**src/rtl/w5300_bus_arbiter.sv**
```systemverilog
// w5300_bus_arbiter: round-robin arbiter that shares the single W5300
// parallel read/write engine between NREQ requesters. One single-word
// transaction is latched, held on c_addr/c_idata for a full engine bus
// cycle, and completed with a done pulse (or err pulse on timeout).
module w5300_bus_arbiter #(
    parameter int unsigned NREQ    = 4,
    parameter int unsigned TIMEOUT = 255
) (
    input  logic                 clk,
    input  logic                 rst_n,
    input  logic [NREQ-1:0]      req,
    input  logic [NREQ-1:0]      req_wr,
    input  logic [NREQ*10-1:0]   req_addr,
    input  logic [NREQ*16-1:0]   req_wdata,
    output logic [NREQ-1:0]      gnt,
    output logic [NREQ-1:0]      done,
    output logic [NREQ-1:0]      err,
    output logic [15:0]          rdata,
    output logic [10:0]          c_addr,
    output logic [15:0]          c_idata,
    input  logic [15:0]          c_odata,
    input  logic                 rw_ready
);
    localparam int unsigned   PW       = $clog2(NREQ);
    localparam int unsigned   CW       = $clog2(TIMEOUT + 1);
    localparam logic [CW-1:0] CNT_MAX  = CW'(TIMEOUT);
    localparam logic [CW-1:0] CNT_LAST = CW'(TIMEOUT - 1);
    localparam logic [PW-1:0] PTR_RST  = PW'(NREQ - 1);

    typedef enum logic [1:0] {
        S_IDLE,
        S_ISSUE,
        S_BUSY,
        S_DONE
    } state_t;

    state_t          state_q, state_d;
    logic [PW-1:0]   ptr_q, ptr_d;
    logic [PW-1:0]   owner_q, owner_d;
    logic [CW-1:0]   cnt_q, cnt_d;
    logic [NREQ-1:0] gnt_q, gnt_d;
    logic [NREQ-1:0] done_q, done_d;
    logic [NREQ-1:0] err_q, err_d;
    logic [15:0]     rdata_q, rdata_d;
    logic [10:0]     c_addr_q, c_addr_d;
    logic [15:0]     c_idata_q, c_idata_d;

    logic            win_found;
    logic [PW-1:0]   win_idx;
    logic [PW-1:0]   cand;
    logic [NREQ-1:0] win_oh;
    logic            sel_wr;
    logic [9:0]      sel_addr;
    logic [15:0]     sel_wdata;
    logic [CW-1:0]   cnt_inc;

    // Round-robin search: first requesting index after ptr, wrapping modulo NREQ.
    always_comb begin
        win_found = 1'b0;
        win_idx   = '0;
        cand      = '0;
        for (int unsigned k = 1; k <= NREQ; k++) begin
            cand = PW'((32'(ptr_q) + k) % NREQ);
            if (!win_found && req[cand]) begin
                win_found = 1'b1;
                win_idx   = cand;
            end
        end
    end

    // Select the winner's transaction fields and form its one-hot grant.
    always_comb begin
        win_oh    = '0;
        sel_wr    = 1'b0;
        sel_addr  = '0;
        sel_wdata = '0;
        for (int unsigned i = 0; i < NREQ; i++) begin
            if (win_idx == PW'(i)) begin
                win_oh[i] = 1'b1;
                sel_wr    = req_wr[i];
                sel_addr  = req_addr[i*10 +: 10];
                sel_wdata = req_wdata[i*16 +: 16];
            end
        end
    end

    // Next-state and output logic of the transaction sequencer.
    always_comb begin
        state_d   = state_q;
        ptr_d     = ptr_q;
        owner_d   = owner_q;
        cnt_d     = cnt_q;
        gnt_d     = gnt_q;
        done_d    = '0;
        err_d     = '0;
        rdata_d   = rdata_q;
        c_addr_d  = c_addr_q;
        c_idata_d = c_idata_q;
        cnt_inc   = (cnt_q == CNT_MAX) ? cnt_q : cnt_q + CW'(1);

        case (state_q)
            S_IDLE: begin
                if (win_found) begin
                    owner_d   = win_idx;
                    gnt_d     = win_oh;
                    c_addr_d  = {~sel_wr, sel_addr};
                    c_idata_d = sel_wdata;
                    cnt_d     = '0;
                    state_d   = S_ISSUE;
                end
            end
            S_ISSUE: begin
                // Engine acceptance is checked before the timeout so a drop on the last allowed cycle still counts.
                if (!rw_ready) begin
                    cnt_d   = '0;
                    state_d = S_BUSY;
                end else begin
                    cnt_d = cnt_inc;
                    if (cnt_q >= CNT_LAST) begin
                        err_d   = gnt_q;
                        state_d = S_DONE;
                    end
                end
            end
            S_BUSY: begin
                if (rw_ready) begin
                    if (c_addr_q[10]) begin
                        rdata_d = c_odata;
                    end
                    done_d  = gnt_q;
                    state_d = S_DONE;
                end else begin
                    cnt_d = cnt_inc;
                    if (cnt_q >= CNT_LAST) begin
                        err_d   = gnt_q;
                        state_d = S_DONE;
                    end
                end
            end
            S_DONE: begin
                gnt_d   = '0;
                ptr_d   = owner_q;
                state_d = S_IDLE;
            end
            default: state_d = S_IDLE;
        endcase
    end

    // State and datapath registers with asynchronous active-low reset.
    always_ff @(posedge clk or negedge rst_n) begin
        if (!rst_n) begin
            state_q   <= S_IDLE;
            ptr_q     <= PTR_RST;
            owner_q   <= '0;
            cnt_q     <= '0;
            gnt_q     <= '0;
            done_q    <= '0;
            err_q     <= '0;
            rdata_q   <= '0;
            c_addr_q  <= 11'h400;
            c_idata_q <= '0;
        end else begin
            state_q   <= state_d;
            ptr_q     <= ptr_d;
            owner_q   <= owner_d;
            cnt_q     <= cnt_d;
            gnt_q     <= gnt_d;
            done_q    <= done_d;
            err_q     <= err_d;
            rdata_q   <= rdata_d;
            c_addr_q  <= c_addr_d;
            c_idata_q <= c_idata_d;
        end
    end

    assign gnt     = gnt_q;
    assign done    = done_q;
    assign err     = err_q;
    assign rdata   = rdata_q;
    assign c_addr  = c_addr_q;
    assign c_idata = c_idata_q;

endmodule

```
**config.mk**
```make
export PLATFORM = sky130hd
export DESIGN_NAME = w5300_bus_arbiter
export DESIGN_NICKNAME = d
export VERILOG_FILES = /design/src/rtl/w5300_bus_arbiter.sv
export SDC_FILE = /design/constraint.sdc
export NUM_CORES = 1
export LEC_CHECK = 0
export ABC_AREA = 1
export BUFFER_PORTS_ARGS = -buffer_cell sky130_fd_sc_hd__clkbuf_2
export CAP_MARGIN = 15
export CORE_MARGIN = 5
export CORE_UTILIZATION = 43
export DETAILED_ROUTE_END_ITERATION = 7
export HOLD_SLACK_MARGIN = 0.15
export PLACE_DENSITY = 0.9
export SETUP_SLACK_MARGIN = 0.15
export SLEW_MARGIN = 20
export SYNTH_ARGS = -nofsm -noshare
export SYNTH_HDL_FRONTEND = slang
export SYNTH_SLANG_ARGS = --single-unit
```
**constraint.sdc**
```tcl
create_clock -name clk -period 1.95 [get_ports clk]
set_input_delay 0.2925 -clock clk [delete_from_list [all_inputs] [get_ports clk]]
set_output_delay 0.2925 -clock clk [all_outputs]
set_load 0.01 [all_outputs]
```
# ---- Word-level counts from Yosys, hierarchy flattened
# Cells that the tools add are included.
# Widths: inputs -> output; s select.
dict set report word_totals {
  ff_bits 69
  input_bits 131
  word_cells 94
}
dict set report classes {
  addsub 5
  order_cmp 5
  n_eq_ne 9
  n_mux 50
  n_bitwise 1
  reduce_logical 14
}
# cell count
set op_table {}
lappend op_table {{$mux 16} 4}
lappend op_table {{$mux 10} 4}
lappend op_table {{$mux 8} 4}
lappend op_table {{$mux 4} 6}
lappend op_table {{$pmux 8 s3} 1}
lappend op_table {{$mux 1} 16}
lappend op_table {{$mux 2} 8}
lappend op_table {{$pmux 4 s2} 2}
lappend op_table {{$lt 2x3->1 const B} 4}
lappend op_table {{$add 8x1->8 const B} 1}
lappend op_table {{$bmux 1 s2} 4}
lappend op_table {{$eq 2x2->1 const B} 4}
lappend op_table {{$eq 8x8->1 const B} 1}
lappend op_table {{$ge 8x8->1 const B} 1}
lappend op_table {{$pmux 2 s4} 1}
lappend op_table {{$reduce_and 3->1} 2}
lappend op_table {{$add 2x1->2 const B} 2}
lappend op_table {{$add 2x2->2 const B} 2}
lappend op_table {{$eq 2x1->1 const B} 2}
lappend op_table {{$logic_not 2->1} 2}
lappend op_table {{$ne 2x2->1 const B} 2}
lappend op_table {{$reduce_and 2->1} 2}
lappend op_table {{$logic_and 1x1->1} 3}
lappend op_table {{$logic_not 1->1} 3}
lappend op_table {{3 further kinds} 3}

# ---- Logic depth before layout (Yosys ltp)
dict set report logic_depth {
  word_depth 19
  mapped_depth 16
  mapped_depth_nobuf 15
}

# ---- Worst setup path before layout
# OpenSTA, ideal clock, no wires.
dict set report synth_timing {
  path_type {flip-flop to flip-flop}
  from {register ptr_q[0]}
  to {register c_addr_q[5], in the netlist c_addr[5]}
  setup_time_ns 0.116
  arrival_time_ns 1.901
  required_ns 1.834
  slack_ns -0.067
  stages_incl_launch_ff 14
  path_buffers 2
  path_cell_list {dfstp_2 buf_4 nand2_1 nand2_1 nand2_1 nand2_2 nor2_1 a21oi_4 nand3_4 buf_2 o21ai_0 nand3_1 nand2_1 nand2_1}
}
dict set report synth_between {
  elab_chain_cells 18
}
# element line_no
set synth_rtl {}
lappend synth_rtl {{start, declared} 38} ;# logic [PW-1:0] ptr_q, ptr_d;
lappend synth_rtl {{start signal, assigned} 164} ;# ptr_q <= ptr_d;
lappend synth_rtl {{$add 2x1->2} 63} ;# cand = PW'((32'(ptr_q) + k) % NREQ);
lappend synth_rtl {{$bmux 1 s2} 64} ;# if (!win_found && req[cand]) begin
lappend synth_rtl {{$mux 1 (implied by the code)} 64}
lappend synth_rtl {{$mux 1} 64}
lappend synth_rtl {{$logic_not 1->1} 64}
lappend synth_rtl {{$logic_and 1x1->1} 64}
lappend synth_rtl {{$mux 1} 64}
lappend synth_rtl {{$logic_not 1->1} 64}
lappend synth_rtl {{$logic_and 1x1->1} 64}
lappend synth_rtl {{$mux 1} 64}
lappend synth_rtl {{$logic_not 1->1} 64}
lappend synth_rtl {{$logic_and 1x1->1} 64}
lappend synth_rtl {{$mux 2} 64}
lappend synth_rtl {{$logic_not 2->1} 78} ;# if (win_idx == PW'(i)) begin
lappend synth_rtl {{$mux 10 (4 in series)} 78}
lappend synth_rtl {{end signal, assigned} 171} ;# c_addr_q <= c_addr_d;
lappend synth_rtl {{end, declared} 45} ;# logic [10:0] c_addr_q, c_addr_d;
# Several ways; a longest one is shown, not always the timed one. The select of a mux whose other input is x is not followed.
# A chain may end at the register's enable or synchronous reset.

# ---- Worst setup path in the final report
dict set report layout_timing {
  from {register ptr_q[0]}
  to {register c_idata_q[4], in the netlist c_idata[4]}
}
dict set report layout_between {
  elab_chain_cells 18
}
# element line_no
set layout_rtl {}
lappend layout_rtl {{$add 2x1->2} 63}
lappend layout_rtl {{$bmux 1 s2} 64}
lappend layout_rtl {{$mux 1 (implied by the code)} 64}
lappend layout_rtl {{$mux 1} 64}
lappend layout_rtl {{$logic_not 1->1} 64}
lappend layout_rtl {{$logic_and 1x1->1} 64}
lappend layout_rtl {{$mux 1} 64}
lappend layout_rtl {{$logic_not 1->1} 64}
lappend layout_rtl {{$logic_and 1x1->1} 64}
lappend layout_rtl {{$mux 1} 64}
lappend layout_rtl {{$logic_not 1->1} 64}
lappend layout_rtl {{$logic_and 1x1->1} 64}
lappend layout_rtl {{$mux 2} 64}
lappend layout_rtl {{$logic_not 2->1} 78}
lappend layout_rtl {{$mux 16 (4 in series)} 78}
lappend layout_rtl {{end signal, assigned} 172} ;# c_idata_q <= c_idata_d;
lappend layout_rtl {{end, declared} 46} ;# logic [15:0] c_idata_q, c_idata_d;
# Several ways; a longest one is shown, not always the timed one. The select of a mux whose other input is x is not followed.

==> flow_metrics.tcl <==
set metrics [dict create \
    first_pass_iters 5 \
    hp-start "c_odata[4]" \
    status "finished, violations left" \
    syn-mean-instance-area_sq_um 7.56 \
    holdPathStages 2 \
    die_w_um 106 \
    gp_routability_congestion 0.850 \
    final_area_sq_um 6090 \
    n_antenna_cell 0 \
    cp-start-kind "flip-flop" \
    worstHoldEndpoint "rdata[4]$_DFFE_PN0P_" \
    required_ns 2.20 \
    worstMarginPinSlew_ns 0.493 \
    synth-seq-cells 69 \
    synthCells 524 \
    cp_max_fo 8 \
    areaGrowthSynthToFinish_pct 53.8 \
    synthSimpleGateAreaFrac_pct 31.3 \
    skew_ns 0.00761 \
    cts_made_buffers 9 \
    cp-end-kind "flip-flop" \
    fp.coreArea_sq_um 9110 \
    grt_max_degree 39 \
    layout-drive-gt1-share_pct 47.7 \
    grt_pass1_vias 4469 \
    finalPower_uw 12700 \
    vias 4488 \
    io_pins 186 \
    r2r-start "ptr_q[0]$_DFFE_PN1P_" \
    cts.sinks 69 \
    ff2ff_path_depth 14 \
    ir_worst_vdd_mv 1.33 \
    netlist_area_sq_um 3960 \
    die_h_um 106 \
    synth_compound_area_share_pct 9.98 \
    worstSkewPairLatency_ns 0.35 \
    synth.area.top_cells "dfrtp_1, nand2_1, nand3_1" \
    gr-total-overflow 0 \
    layout_setup_ws_ns -0.219 \
    ys_seq_area_share_pct 43.7 \
    fin_crit_ns 2.17 \
    rows 35 \
    drtIter0Drc 212 \
    rr_endpoint "c_idata[4]$_DFFE_PN0P_" \
    synth.yosys.warnings 0 \
    clock_path_buffers 2 \
    synth_top_area_share_pct 41.7 \
    cts_tree "done" \
    finalSetupViolations 30 \
    nets 896 \
    yosysTopAreaCell "dfrtp_1" \
    leakage_uw 0.00334 \
    synth_xor_area_share_pct 0.221 \
    antenna_left 0 \
    antenna_found_initial 0 \
    synth_top_family_by_area "simple AND/OR/NAND/NOR gates" \
    cap_violations 0 \
    cts_root_buffer "clkbuf_8" \
    relSlewSlack_pct 66.8 \
    numPortBuffers 185 \
    final_util_pct 66.9 \
    hpwlAfterDp_um 9530 \
    dieArea_sq_um 11200 \
    drc 0 \
    drt-total-wl_um 12600 \
    wl_per_cell_um 14.4 \
    violations "negative setup slack" \
    path_class "flip-flop to flip-flop" \
    post-route-period-util_pct 111 \
    rsz0062_at_grt "yes" \
    dp_cells 844 \
    grt.total_usage_pct 22.3 \
    hold_ws_ns 0.166 \
    syn-num-nets 662 \
    muxShareOfSynthArea_pct 4.55 \
    vias_per_cell 5.14 \
    fin_cells 874 \
    synth_fa_ha_area_share_pct 2.21 \
    htreeDepth 3 \
    slew_viol_final 0 \
    fmax_mhz 461 \
    p_per_area_nw_per_um2 2080 \
    dpl_cell_area_sq_um 5350 \
    hold_viol 0 \
    clkTransAtPathRegs_ns 0.08 \
    start_util_pct 43.5 \
    hp-class "input port to flip-flop" \
    critical_path_arrival_ns 2.42 \
    ys_types 33 \
    r2r_setup_slack_ns -0.22 \
    grt_pass1_wl_um 20200 \
]
## synthesized netlist by cell type (all sizes together)
cell type	n
xor2	1
a22oi	1
dfstp	3
a21oi	8
nor2	22
buf	14
nand3b	1
o22ai	2
clkbuf	7
dfrtp	66
nand2	192
nand3	48
nand4	17
a31oi	1
o21ai	58
nor3	4
o31ai	2
a2bb2oi	1
mux2	16
ha	7
inv	53
## power by group
part           leakage [uW]  switching (uW)  internal [uW]  total, uW
Sequential         0.000881             363           2040       2400
Combinational       0.00235            4970           3930       8910
Clock              0.000113             608            742       1350
## worst max-delay path, cell delays in order (launching register included)
cell     delay [ns]
dfstp_2        0.60
inv_6          0.07
nand2_2        0.08
nand2_4        0.07
nand2_4        0.09
nand2_4        0.08
nor2_4         0.17
nand4_4        0.14
buf_4          0.16
buf_4          0.12
buf_4          0.15
nand4_1        0.10
nand4_1        0.11
nand2_1        0.08
nand2_1        0.05
## area by class of cell
class                   count  area [sq um]
fillers                   734          3020
multi-input cells         381          2240
flip-flops and latches     69          1730
repair buffers            244          1540
inverters                  53           216
well taps                 111           139
clock buffers               9           124
clock inverters             7           105
## cells by family after synthesis
| family | after synthesis |
|---|---|
| simple gates | 284 |
| buf+inv | 74 |
| compound gates | 73 |
| flops | 69 |
| mux | 16 |
| fa+ha+maj | 7 |
| xor+xnor | 1 |
## flip-flops by register name, indices dropped and copies added, names as in the netlist
register,flops
done,4
c_addr,11
err,4
rdata,16
cnt_q,8
c_idata,16
state_q,2
owner_q,2
ptr_q,2
gnt,4
## how the worst max path moves through the flow
stage,endpoint,from,slack (ns),depth (start not counted)
after floorplan,c_addr[0]$_DFFE_PN0P_,ptr_q[1]$_DFFE_PN1P_,0.002,14
after global placement,c_addr[10]$_DFFE_PN1P_,ptr_q[0]$_DFFE_PN1P_,-0.18,14
after detailed placement,c_addr[10]$_DFFE_PN1P_,ptr_q[0]$_DFFE_PN1P_,-0.24,14
after CTS,c_idata[3]$_DFFE_PN0P_,ptr_q[0]$_DFFE_PN1P_,-0.09,15
after global routing,c_idata[7]$_DFFE_PN0P_,ptr_q[0]$_DFFE_PN1P_,-0.35,14
final,c_idata[4]$_DFFE_PN0P_,ptr_q[0]$_DFFE_PN1P_,-0.22,14
## repair_timing
action                                  4_1_cts  5_1_grt
hold buffers                                  1        0
cloned                                        1        0
endpoints found under the setup margin       40       60
buffers inserted                              9        3
pin swaps                                    15        7
resized for setup                            88       40
endpoints found under the hold margin        34        0
## placed cells by master (no fill, tap or decap), types with 16 or more instances in the layout
| cell | count |
|---|---|
| mux2_2 | 16 |
| buf_4 | 40 |
| nand2_1 | 151 |
| inv_1 | 43 |
| nand4_1 | 16 |
| o21ai_1 | 33 |
| nand2_4 | 16 |
| nand2_2 | 25 |
| dfrtp_1 | 66 |
| nand3_1 | 40 |
| clkbuf_2 | 184 |
## routing by layer
metal	global-route usage [%]	routed length, um	vias up
li1	-	-	2180
met1	25.4	4890	2069
met2	40.7	6530	211
met3	4.55	839	28
met4	9.16	316	0
met5	0	0	-
## per-stage QoR
stage                     TNS [ns]  setup slack, ns
after CTS                    -1.98          -0.0856
after detailed placement     -4.18           -0.241
after global placement       -3.61           -0.179
after floorplan                  0          0.00233
final                        -4.43           -0.219
after global routing         -8.76           -0.354
No activity file was read; power rests on OpenSTA's default activity.
